==> config.mk <==
export PLATFORM = sky130hd
export DESIGN_NAME = id_ex_stage
export DESIGN_NICKNAME = d
export VERILOG_FILES = /design/src/rtl/pipe_pkg.sv /design/src/rtl/id_ex_stage_hazard_detect.sv /design/src/rtl/id_ex_stage.sv
export SDC_FILE = /design/constraint.sdc
export NUM_CORES = 1
export LEC_CHECK = 0
export ABC_CLOCK_PERIOD_IN_PS = 3900
export CORE_ASPECT_RATIO = 1.5
export CORE_MARGIN = 1.5
export CORE_UTILIZATION = 40
export CTS_CLUSTER_DIAMETER = 200
export DETAILED_ROUTE_END_ITERATION = 16
export PLACE_DENSITY = 0.84
export SKIP_LAST_GASP = 1
export SYNTH_ARGS = -nofsm -noshare
export SYNTH_HDL_FRONTEND = slang
export SYNTH_SLANG_ARGS = --single-unit
==> constraint.sdc <==
create_clock -name clk -period 3.9 [get_ports clk]
set_input_delay 0.585 -clock clk [delete_from_list [all_inputs] [get_ports clk]]
set_output_delay 0.585 -clock clk [all_outputs]
set_load 0.005 [all_outputs]
==> src/rtl/pipe_pkg.sv <==
// Shared pipeline definitions: ALU operation codes, opcodes and the
// decoded control bundle carried from ID into EX.
package pipe_pkg;

    // ALU operation select driven by the decode control unit
    typedef enum logic [3:0] {
        ALU_AND  = 4'b0000,
        ALU_OR   = 4'b0001,
        ALU_ADD  = 4'b0010,
        ALU_SUB  = 4'b0110,
        ALU_SLT  = 4'b0111,
        ALU_MULT = 4'b1000,
        ALU_NOR  = 4'b1100,
        ALU_XOR  = 4'b1101,
        ALU_JMP  = 4'b1111
    } aluop_e;

    // Primary opcode field of the instruction word
    typedef enum logic [5:0] {
        OP_RTYPE = 6'b000000,
        OP_J     = 6'b000010,
        OP_BEQ   = 6'b000100,
        OP_LW    = 6'b100011,
        OP_SW    = 6'b101011
    } opcode_e;

    // Control bundle; valid travels with the control bits so a bubble is one constant
    typedef struct packed {
        logic       valid;
        logic       alusrc;
        logic       memwrite;
        logic       memread;
        logic       memtoreg;
        logic       jtopc;
        logic       branch;
        logic       regwrite;
        logic [3:0] aluop;
    } ctrl_t;

    localparam ctrl_t CTRL_NOP = '0;

    // Increment that sticks at all-ones
    function automatic logic [15:0] sat_inc16(input logic [15:0] v);
        return (v == 16'hFFFF) ? v : v + 16'd1;
    endfunction

endpackage

==> src/rtl/id_ex_stage_hazard_detect.sv <==
// Load-use hazard detection between the load sitting in EX and the
// instruction currently in ID.
module hazard_detect #(
    parameter int unsigned REG_W = 5
) (
    input  logic             id_valid,
    input  logic [REG_W-1:0] id_rs,
    input  logic [REG_W-1:0] id_rt,
    input  logic             id_uses_rt,
    input  logic             ex_valid,
    input  logic             ex_memread,
    input  logic [REG_W-1:0] ex_dest,
    output logic             load_use_c
);

    logic rs_match;
    logic rt_match;

    // Writes to r0 are discarded, so a load targeting r0 never creates a dependency
    always_comb begin
        rs_match   = (ex_dest == id_rs);
        rt_match   = id_uses_rt && (ex_dest == id_rt);
        load_use_c = id_valid && ex_valid && ex_memread
                     && (ex_dest != '0) && (rs_match || rt_match);
    end

endmodule

==> src/rtl/id_ex_stage.sv <==
// ID/EX pipeline register with load-use bubble insertion, flush on taken
// branch/jump and freeze while EX is busy.
// Optional performance counters enabled by defining ID_EX_PERF_CNT_EN.
module id_ex_stage
    import pipe_pkg::*;
#(
    parameter int unsigned DATA_W = 32,
    parameter int unsigned REG_W  = 5,
    parameter int unsigned CNT_W  = 16
) (
    input  logic              clk,
    input  logic              rst_n,
    input  logic              id_valid,
    input  logic              id_alusrc,
    input  logic              id_memwrite,
    input  logic              id_memread,
    input  logic              id_memtoreg,
    input  logic              id_jtopc,
    input  logic              id_branch,
    input  logic              id_regwrite,
    input  logic [3:0]        id_aluop,
    input  logic [DATA_W-1:0] id_pc,
    input  logic [DATA_W-1:0] id_rs_data,
    input  logic [DATA_W-1:0] id_rt_data,
    input  logic [DATA_W-1:0] id_imm,
    input  logic [REG_W-1:0]  id_rs,
    input  logic [REG_W-1:0]  id_rt,
    input  logic [REG_W-1:0]  id_dest,
    input  logic              id_uses_rt,
    input  logic              flush,
    input  logic              ex_hold,
    output logic              stall_up,
    output logic              bubble,
`ifdef ID_EX_PERF_CNT_EN
    output logic [CNT_W-1:0]  bubble_cnt,
    output logic [CNT_W-1:0]  flush_cnt,
`endif
    output logic              ex_valid,
    output logic              ex_alusrc,
    output logic              ex_memwrite,
    output logic              ex_memread,
    output logic              ex_memtoreg,
    output logic              ex_jtopc,
    output logic              ex_branch,
    output logic              ex_regwrite,
    output logic [3:0]        ex_aluop,
    output logic [DATA_W-1:0] ex_pc,
    output logic [DATA_W-1:0] ex_rs_data,
    output logic [DATA_W-1:0] ex_rt_data,
    output logic [DATA_W-1:0] ex_imm,
    output logic [REG_W-1:0]  ex_rs,
    output logic [REG_W-1:0]  ex_rt,
    output logic [REG_W-1:0]  ex_dest
);

    ctrl_t             ctrl_q,    ctrl_d;
    ctrl_t             id_ctrl_c;
    logic [DATA_W-1:0] pc_q,      pc_d;
    logic [DATA_W-1:0] rs_data_q, rs_data_d;
    logic [DATA_W-1:0] rt_data_q, rt_data_d;
    logic [DATA_W-1:0] imm_q,     imm_d;
    logic [REG_W-1:0]  rs_q,      rs_d;
    logic [REG_W-1:0]  rt_q,      rt_d;
    logic [REG_W-1:0]  dest_q,    dest_d;
    logic              load_use_c;

    hazard_detect #(
        .REG_W (REG_W)
    ) u_hazard_detect (
        .id_valid   (id_valid),
        .id_rs      (id_rs),
        .id_rt      (id_rt),
        .id_uses_rt (id_uses_rt),
        .ex_valid   (ctrl_q.valid),
        .ex_memread (ctrl_q.memread),
        .ex_dest    (dest_q),
        .load_use_c (load_use_c)
    );

    // Upstream stall and bubble indication; a flush cancels both so the target is fetched
    always_comb begin
        stall_up = !flush && (ex_hold || load_use_c);
        bubble   = !flush && !ex_hold && load_use_c;
    end

    // Decoded control for capture; an empty ID slot carries no control at all
    always_comb begin
        id_ctrl_c = CTRL_NOP;
        if (id_valid) begin
            id_ctrl_c.valid    = 1'b1;
            id_ctrl_c.alusrc   = id_alusrc;
            id_ctrl_c.memwrite = id_memwrite;
            id_ctrl_c.memread  = id_memread;
            id_ctrl_c.memtoreg = id_memtoreg;
            id_ctrl_c.jtopc    = id_jtopc;
            id_ctrl_c.branch   = id_branch;
            id_ctrl_c.regwrite = id_regwrite;
            id_ctrl_c.aluop    = id_aluop;
        end
    end

    // Next register contents: flush > hold > load-use bubble > capture
    always_comb begin
        ctrl_d    = ctrl_q;
        pc_d      = pc_q;
        rs_data_d = rs_data_q;
        rt_data_d = rt_data_q;
        imm_d     = imm_q;
        rs_d      = rs_q;
        rt_d      = rt_q;
        dest_d    = dest_q;
        if (flush) begin
            ctrl_d = CTRL_NOP;
        end else if (ex_hold) begin
            ctrl_d = ctrl_q;
        end else if (load_use_c) begin
            ctrl_d = CTRL_NOP;
        end else begin
            ctrl_d    = id_ctrl_c;
            pc_d      = id_pc;
            rs_data_d = id_rs_data;
            rt_data_d = id_rt_data;
            imm_d     = id_imm;
            rs_d      = id_rs;
            rt_d      = id_rt;
            dest_d    = id_dest;
        end
    end

    // Pipeline register with synchronous active-low reset
    always_ff @(posedge clk) begin
        if (!rst_n) begin
            ctrl_q    <= CTRL_NOP;
            pc_q      <= '0;
            rs_data_q <= '0;
            rt_data_q <= '0;
            imm_q     <= '0;
            rs_q      <= '0;
            rt_q      <= '0;
            dest_q    <= '0;
        end else begin
            ctrl_q    <= ctrl_d;
            pc_q      <= pc_d;
            rs_data_q <= rs_data_d;
            rt_data_q <= rt_data_d;
            imm_q     <= imm_d;
            rs_q      <= rs_d;
            rt_q      <= rt_d;
            dest_q    <= dest_d;
        end
    end

    assign ex_valid    = ctrl_q.valid;
    assign ex_alusrc   = ctrl_q.alusrc;
    assign ex_memwrite = ctrl_q.memwrite;
    assign ex_memread  = ctrl_q.memread;
    assign ex_memtoreg = ctrl_q.memtoreg;
    assign ex_jtopc    = ctrl_q.jtopc;
    assign ex_branch   = ctrl_q.branch;
    assign ex_regwrite = ctrl_q.regwrite;
    assign ex_aluop    = ctrl_q.aluop;
    assign ex_pc       = pc_q;
    assign ex_rs_data  = rs_data_q;
    assign ex_rt_data  = rt_data_q;
    assign ex_imm      = imm_q;
    assign ex_rs       = rs_q;
    assign ex_rt       = rt_q;
    assign ex_dest     = dest_q;

`ifdef ID_EX_PERF_CNT_EN
    logic [CNT_W-1:0] bubble_cnt_q, bubble_cnt_d;
    logic [CNT_W-1:0] flush_cnt_q,  flush_cnt_d;

    // Saturating event counts for bubbles and flushes
    always_comb begin
        bubble_cnt_d = bubble_cnt_q;
        flush_cnt_d  = flush_cnt_q;
        if (bubble && (bubble_cnt_q != '1)) begin
            bubble_cnt_d = bubble_cnt_q + CNT_W'(1);
        end
        if (flush && (flush_cnt_q != '1)) begin
            flush_cnt_d = flush_cnt_q + CNT_W'(1);
        end
    end

    // Counter registers, cleared by reset
    always_ff @(posedge clk) begin
        if (!rst_n) begin
            bubble_cnt_q <= '0;
            flush_cnt_q  <= '0;
        end else begin
            bubble_cnt_q <= bubble_cnt_d;
            flush_cnt_q  <= flush_cnt_d;
        end
    end

    assign bubble_cnt = bubble_cnt_q;
    assign flush_cnt  = flush_cnt_q;
`else
    // Counter width has no hardware behind it in this build
    logic [CNT_W-1:0] cnt_w_unused;
    assign cnt_w_unused = '0;
`endif

endmodule

==> impl_metrics.env <==
export IMPL_final_net_count=1151
export IMPL_maxCapViolations=0
export IMPL_cts_tree="done"
export IMPL_drt_pass1_iter_count=4
export IMPL_synthMuxAreaShare=0.229
export IMPL_rr_worst_depth=7
export IMPL_cts_buffer_depth=2
export IMPL_die_height_um=156
export IMPL_ir_drop_mv=0.261
export IMPL_place_detailed_hpwl_um=13000
export IMPL_post_cts_repair_setup_buffers=0
export IMPL_drc_violation_total_after_the_first_tritonroute_iteration=217
export IMPL_worstSkewPairLatency_ns=0.41
export IMPL_gr_total_overflow=0
export IMPL_first_global_vias=5661
export IMPL_critical_path_arrival_ns=2.82
export IMPL_finish_utilization=0.669
export IMPL_synthXorXnorAreaFrac=0.0140
export IMPL_postRouteAntennaNets=0
export IMPL_timing_setup_tns_ns=0
export IMPL_globalRouteTotalUtil=0.217
export IMPL_post_synth_num_cell_types=23
export IMPL_synth_seq_area_share=0.497
export IMPL_report_final_hold_viol_count=0
export IMPL_startpoint_type="input port"
export IMPL_grt_busiest_layer="met2"
export IMPL_cts_hold_repair_buffers=0
export IMPL_gp_routability_congestion=0.757
export IMPL_post_synth_and_or_nand_nor_area_fraction=0.187
export IMPL_syn_area_um2=6250
export IMPL_clk_root_buffer_cell="sky130_fd_sc_hd__clkbuf_16"
export IMPL_power_sequential_fraction=0.427
export IMPL_grt_met1_usage=0.221
export IMPL_ys_ff_latch=155
export IMPL_synth_top_family_by_area="multiplexers"
export IMPL_timing_hold_worst_path_depth=2
export IMPL_critical_path_buf_inv_count=2
export IMPL_grt_met2_usage=0.391
export IMPL_boundaryPins=317
export IMPL_fraction_of_layout_instances_using_a_drive_strength_above_1=0.0478
export IMPL_leakagePower_uw=0.00450
export IMPL_grt_first_pass_wirelength_um=28000
export IMPL_internal_power_uw=3020
export IMPL_outcome="complete, no violations"
export IMPL_timing_critical_path_max_delay_family="buffers and inverters"
export IMPL_critical_path_peak_fanout=2
export IMPL_crit_path_cells="clkdlybuf4s50_1 > xor2_1 > nor4_1 > a32oi_1 > or2_2 > nor3_1 > clkdlybuf4s50_1"
export IMPL_fin_hold_ws_ns=0.453
export IMPL_number_of_antenna_violations_at_the_first_check_in_global_routing=0
export IMPL_crit_path_capture_type="output pin"
export IMPL_synth_fp_nets=857
export IMPL_number_of_buffers_created_by_cts=17
export IMPL_final_setup_skew_ns=0.0125
export IMPL_relSlewSlack=0.542
export IMPL_share_of_total_power_consumed_by_net_switching=0.242
export IMPL_clock_pin_slew_of_the_registers_on_the_worst_case_setup_and_hold_paths_ns=0.06
export IMPL_core_region_area_um2=15200
export IMPL_cts_htree_levels=4
export IMPL_switchingPower_uw=964
export IMPL_routed_via_density=4.71
export IMPL_setup_worst_path_class="in -> out"
export IMPL_clock_fmax_ghz=0.294
export IMPL_post_synthesis_cell_count=697
export IMPL_post_cts_resized_instances=0
export IMPL_routed_wl_um=17900
export IMPL_grt_util_met3=0.0798
export IMPL_buffer_ports_inserted=316
export IMPL_initial_utilization=0.411
export IMPL_avgRoutedWirePerCell_um=14.8
export IMPL_report_final_setup_viol=0
export IMPL_cell_type_of_the_slowest_stage_on_the_worst_timing_path="sky130_fd_sc_hd__clkdlybuf4s50_1"
export IMPL_fraction_of_the_mapped_netlist_area_in_compound_gates=0.0292
export IMPL_hold_path_class="reg -> reg"
export IMPL_tritoncts_num_sinks=155
export IMPL_ys_warnings_count=0
export IMPL_areaGrowthSynthToFinish_pct=63.0
export IMPL_pin_count_of_the_biggest_net_entering_global_routing=119
export IMPL_finalMaxSlewViolations=0
export IMPL_worst_path_largest_cell_delay_ns=0.55
export IMPL_final_min_clock_period_ns=3.40
export IMPL_avgSynthCellArea_um2=8.96
export IMPL_worst_pin_slew_ns=0.687
export IMPL_worst_path_most_repeated_cell="sky130_fd_sc_hd__clkdlybuf4s50_1"
export IMPL_synthAdderAreaFrac=0
export IMPL_power_density_nw_per_um2=391
export IMPL_critical_path_depth=7
export IMPL_die_area_um2=16400
export IMPL_detail_route_drc_violations=0
export IMPL_num_vias=5668
export IMPL_clock_power_share=0.427
export IMPL_comb_power_share=0.146
export IMPL_rsz0062_at_grt="false"
export IMPL_fp_dieW_um=105
export IMPL_num_rows=55
export IMPL_critical_path_required_ns=3.31
export IMPL_finalCritPeriodShare=0.873
## cell type report
type	count	area (um^2)
Timing Repair Buffer	328	3330
Fill cell	1233	5030
Tap cell	199	249
Inverter	1	3.75
Multi-Input combinational cell	488	2880
Clock inverter	13	154
Clock buffer	19	453
Sequential cell	155	3100
Antenna cell	1	2.50
## cell usage after synthesis
master	number	share of area
sky130_fd_sc_hd__nor4_1	1	0.0010
sky130_fd_sc_hd__mux2i_1	143	0.23
sky130_fd_sc_hd__o21ai_1	1	0.00080
sky130_fd_sc_hd__inv_1	1	0.00060
sky130_fd_sc_hd__xor2_1	9	0.013
sky130_fd_sc_hd__a21oi_1	13	0.010
sky130_fd_sc_hd__o2111ai_1	1	0.0014
sky130_fd_sc_hd__dfxtp_1	155	0.50
sky130_fd_sc_hd__or4_1	1	0.0012
sky130_fd_sc_hd__o2111ai_2	1	0.0024
sky130_fd_sc_hd__buf_6	8	0.014
sky130_fd_sc_hd__nor2_1	2	0.0012
sky130_fd_sc_hd__nand2_1	298	0.18
sky130_fd_sc_hd__o211ai_1	10	0.012
sky130_fd_sc_hd__xnor2_1	1	0.0014
sky130_fd_sc_hd__nor2b_1	1	0.0010
sky130_fd_sc_hd__a32oi_1	1	0.0014
sky130_fd_sc_hd__nand2b_1	1	0.0010
sky130_fd_sc_hd__o21ai_0	1	0.00080
sky130_fd_sc_hd__buf_2	8	0.0064
sky130_fd_sc_hd__or2_2	1	0.0010
sky130_fd_sc_hd__clkbuf_1	37	0.022
sky130_fd_sc_hd__nor3_1	2	0.0016
## worst paths after layout
check | slack [ns] | start | endpoint
hold / removal | 0.45 | ex_rt_data[4] | ex_rt_data[4]
setup / recovery | 0.50 | id_rt[2] | bubble
setup reg to reg | 1.37 | ex_dest[4] | ex_rs_data[1]
hold reg to reg | 0.45 | ex_rt_data[4] | ex_rt_data[4]
## cell families (layout without fill, tap and decap cells)
| kind of cell | Yosys count | after routing |
|---|---|---|
| other | 0 | 1 |
| buffers and inverters | 54 | 361 |
| AND/OR/NAND/NOR | 307 | 307 |
| AO/OA/AOI/OAI | 28 | 28 |
| XOR/XNOR | 10 | 10 |
| flip-flops | 155 | 155 |
| multiplexers | 143 | 143 |
## placed cells by master (no fill, tap or decap), types with 2 or more instances in the layout
cell type                         count
sky130_fd_sc_hd__a21oi_1             13
sky130_fd_sc_hd__buf_12               6
sky130_fd_sc_hd__buf_4                6
sky130_fd_sc_hd__bufinv_16            2
sky130_fd_sc_hd__clkbuf_16           17
sky130_fd_sc_hd__clkbuf_8             3
sky130_fd_sc_hd__clkdlybuf4s50_1    315
sky130_fd_sc_hd__clkinv_4             2
sky130_fd_sc_hd__dfxtp_1            155
sky130_fd_sc_hd__inv_6                6
sky130_fd_sc_hd__mux2i_1            143
sky130_fd_sc_hd__nand2_1            298
sky130_fd_sc_hd__nor2_1               2
sky130_fd_sc_hd__nor3_1               2
sky130_fd_sc_hd__o211ai_1            10
sky130_fd_sc_hd__xor2_1               9
## power groups by stage
stage	Combinational (uW)	Sequential (uW)	Clock [uW]
after CTS	588	1700	1740
after detailed placement	584	1740	0
after global placement	575	1730	0
after floorplan	209	1740	0
after global routing	631	1710	1810
final	582	1700	1700
## routing by layer
| layer | part of all wire | wire [um] | vias up |
|---|---|---|---|
| met5 | 0 | 0 | - |
| met4 | 0.030 | 540 | 0 |
| met3 | 0.080 | 1420 | 33 |
| met2 | 0.52 | 9240 | 226 |
| met1 | 0.37 | 6660 | 2562 |
| li1 | - | - | 2847 |
## state kept, by name, summed over array words and instances (netlist names)
signal,count
ex_rs,5
ex_rt_data,32
ex_memtoreg,1
ex_alusrc,1
ex_memread,1
ex_jtopc,1
ex_rt,5
ex_dest,5
ex_branch,1
ex_aluop,4
ex_pc,32
ex_valid,1
ex_imm,32
ex_rs_data,32
ex_regwrite,1
ex_memwrite,1
## stage by stage
step / total power, uW / std cells / setup slack [ns] / instance area, um^2
5_1_grt: 4150 / 1203 / 0.330 / 10200
2_1_floorplan: 1950 / 697 / 1.67 / 6250
4_1_cts: 4030 / 1203 / 0.453 / 10200
6_report: 3980 / 1204 / 0.496 / 10200
3_3_place_gp: 2310 / 1171 / 0.461 / 9570
3_5_place_dp: 2320 / 1171 / 0.463 / 9570
## worst min-delay path: stages (launching register included)
cell	delay (ns)
sky130_fd_sc_hd__dfxtp_1	0.30
sky130_fd_sc_hd__nand2_1	0.05
sky130_fd_sc_hd__mux2i_1	0.05
Power figures use the tool's default switching activity.
==> variant 1: new RTL, same settings <==
The option `ID_EX_PERF_CNT_EN` is turned on by a define.
--- a/src/rtl/id_ex_stage.sv
+++ b/src/rtl/id_ex_stage.sv
@@ -2,4 +2,6 @@
 // branch/jump and freeze while EX is busy.
 // Optional performance counters enabled by defining ID_EX_PERF_CNT_EN.
+`define ID_EX_PERF_CNT_EN
+
 module id_ex_stage
     import pipe_pkg::*;
Check against the original RTL (old outputs only; new: bubble_cnt and flush_cnt): equivalent (Yosys induction, for registers that start in step).
==> variant 1 against the unedited design <==
Routed wire length is 81% higher; sequential cell count is 32 higher; design area is 37% higher; worst setup slack worse by 0.059 ns; synthesized area is 58% higher; global-route usage is 2.6 points higher; utilization is 9.7 points lower; total power is 19% higher; critical path type is now primary input to register; critical endpoint is now ex_jtopc$_SDFFE_PP0N_; largest power group unchanged; highest routed layer is now met5.
==> variant 1: results <==
[global_route]
grt_pass1_wl_um = 51500
grt_usage = 0.242
grt_use_met1 = 0.286
met3_usage = 0.0527
use_met2 = 0.412
grt_pass1_vias = 9869

[layout]
nonClkBufAreaFrac = 0.267
n_sequential_cell = 187
buffers = 367
fin_nets = 1642
fill_cells = 2180
seqCellArea_um2 = 3740
layoutNonFillerInstCount = 1817
diodes = 0
clk_share = 0.0400
multi_input_area_share = 0.394
comb.multi_input.count = 906
drive_gt1_frac = 0.0388

[timing]
max-slew-margin-rel = 0.0855

[placement]
post-place-ws_ns = 0.284
portBuffers = 348
dp_hpwl_um = 21200
dpl_cell_area_um2 = 13300

[route]
drtIter0Drc = 773
wl_met2_um = 16200
highest_layer = met5
wl_per_cell_um = 17.8
met3_length_um = 1840

[pwr]
power.internal_uw = 3450
seq_power_uw = 2160
cellLeakagePower_uw = 0.00487
switchingPower_uw = 1280
vdd_ir_drop_max_mv = 0.296
pg_comb_uw = 888

[yosys]
synth_nets = 1410
synth-compound-area-share = 0.231
synth.distinct_cells = 47
postSynthAreaPerCell_um2 = 7.90
synth_common_cells = 187 x dfxtp_1, 151 x nor2_1, 147 x nand3_1
synth_area_leaders = dfxtp_1 38%, o211ai_1 10%, nand4_1 9.1%
synth_cells = 1248

[critical_path]
worstPathMaxFanout = 279
cpPeakStageDelay_ns = 0.62

[outcome]
status = finished, final reports clean
==> variant 1: changes by cell type after synthesis, moves of 123 or more <==
cell | before | now
a31oi_1 | 0 | 135
mux2i_1 | 143 | 20
nand2_1 | 298 | 34
nand3_1 | 0 | 147
nand4_1 | 0 | 143
nor2_1 | 2 | 151
o211ai_1 | 10 | 133
==> variant 1: final timing paths <==
kind | start | end | slack, ns | cells past startpoint
setup / recovery | id_rs[3] | ex_jtopc$_SDFFE_PP0N_ | 0.44 | 8
hold / removal | ex_branch$_SDFFE_PP0N_ | ex_branch$_SDFFE_PP0N_ | 0.48 | 1
setup reg to reg | ex_dest[3]$_SDFFE_PN0P_ | ex_jtopc$_SDFFE_PP0N_ | 0.45 | 7
hold reg to reg | ex_branch$_SDFFE_PP0N_ | ex_branch$_SDFFE_PP0N_ | 0.48 | 1
==> variant 2: new RTL, config.mk and constraints unchanged <==
Made on the original files. `rt_data_q` no longer has a reset.
--- a/src/rtl/id_ex_stage.sv
+++ b/src/rtl/id_ex_stage.sv
@@ -134,5 +134,4 @@
             pc_q      <= '0;
             rs_data_q <= '0;
-            rt_data_q <= '0;
             imm_q     <= '0;
             rs_q      <= '0;
@@ -143,5 +142,4 @@
             pc_q      <= pc_d;
             rs_data_q <= rs_data_d;
-            rt_data_q <= rt_data_d;
             imm_q     <= imm_d;
             rs_q      <= rs_d;
@@ -149,4 +147,8 @@
             dest_q    <= dest_d;
         end
+    end
+
+    always_ff @(posedge clk) begin
+        rt_data_q <= rt_data_d;
     end
 
Formal check against the unedited RTL: not equivalent (Yosys sat finds a counterexample within 4 cycles, from zero or initial values and one cycle with rst_n low).
==> variant 2 against the unedited design <==
Routed wire length is 1.4% lower; total power is 2.0% higher; utilization is 0.75 points higher; synthesized area is 4.4% lower; count of clock-buffer cells in the layout is 2 lower; sequential cell count stayed put; worst setup slack better by 0.12 ns; critical path depth stayed put; design area is 3.0% lower; critical path type unchanged.
==> variant 2: results <==
[outcome]
status = finished, final reports clean

[layout]
fill_cells = 1146
drive_gt1_frac = 0.0476
fin_nets = 1050

[global_route]
antenna_found_initial = 2
grt_max_degree = 108
grt_pass1_wl_um = 26600
grt_use_met1 = 0.229
use_met2 = 0.391
grt_usage = 0.223
met3_usage = 0.0688
grt_pass1_vias = 5117

[yosys]
synth.distinct_cells = 26
synth_common_cells = 234 x nand2_1, 123 x dfxtp_1, 111 x mux2i_1
synthXorXnorAreaFrac = 0.0147
synth-compound-area-share = 0.0312
synth_edf_count = 32
synthMuxAreaShare = 0.186
seq_area_frac_synth = 0.573
synth_nets = 751
yosysWarnings = 0
synth_area_leaders = dfxtp_1 41%, mux2i_1 19%, edfxtp_1 16%

[route]
met1_length_um = 6440
wl_um = 17600
highest_layer = met5
viasPerCell = 4.69
drtIter0Drc = 225
met3_length_um = 1360
wl_met2_um = 9030

[timing]
max-slew-margin-rel = 0.503
finClkSkew_ns = 0.00719

[clocking]
post_cts_buffers = 0
cts_buffer_depth = 2

[placement]
dpl_cell_area_um2 = 9240
gp_congestion = 0.824
dp_hpwl_um = 12600

[pwr]
clkPwrFrac = 0.432
p_sw_frac = 0.236
seq_power_uw = 1760
cellLeakagePower_uw = 0.00417
vdd_ir_drop_max_mv = 0.259

[critical_path]
arrival_ns = 2.70
cpPeakStageDelay_ns = 0.53
## variant 2: cell types whose count changed in the layout (fill, tap and decap cells not counted), moves of 3 or more
cell and change:
nand2_1 -64, mux2i_1 -32, buf_12 -3, clkbuf_8 -3, buf_4 -3, edfxtp_1 +32, dfxtp_1 -32
## variant 2: worst paths after layout
kind	startpoint	endpoint	slack, ns	depth (start not counted)
setup reg to reg	ex_dest[0]$_SDFFE_PN0P_	ex_rt_data[14]$_DFFE_PP_	1.54	5
hold reg to reg	ex_pc[0]$_SDFFE_PN0P_	ex_pc[0]$_SDFFE_PN0P_	0.46	2
setup / recovery	id_rt[3]	bubble	0.62	7
hold / removal	ex_pc[0]$_SDFFE_PN0P_	ex_pc[0]$_SDFFE_PN0P_	0.46	2
## variant 2: through the flow
stage	setup slack (ns)	instances	total power, uW
2_1_floorplan	1.56	591	1980
3_3_place_gp	0.631	1067	2330
3_5_place_dp	0.613	1067	2340
4_1_cts	0.613	1099	4100
5_1_grt	0.540	1100	4210
6_report	0.620	1100	4060
## variant 2: layout make-up
type	instances	area [um2]	area share
timing repair buffer	322	3250	0.329
antenna	1	2.50	0.000253
sequential	155	3420	0.347
clock buffer	17	425	0.0431
multi-input combinational	392	2320	0.235
clock inverter	15	205	0.0208
inverter	2	7.51	0.000760
tap	196	245	0.0248
## variant 2: tightest hold or removal path, cell delays in order (launching register included)
cell and delay [ns]:
dfxtp_1 0.31, nand2_1 0.05, mux2i_1 0.05
## variant 2: cell families after synthesis
| family | after synthesis |
|---|---|
| buffers and inverters | 44 |
| multiplexers | 111 |
| flip-flops | 155 |
| XOR/XNOR | 10 |
| AO/OA/AOI/OAI | 28 |
| AND/OR/NAND/NOR | 243 |
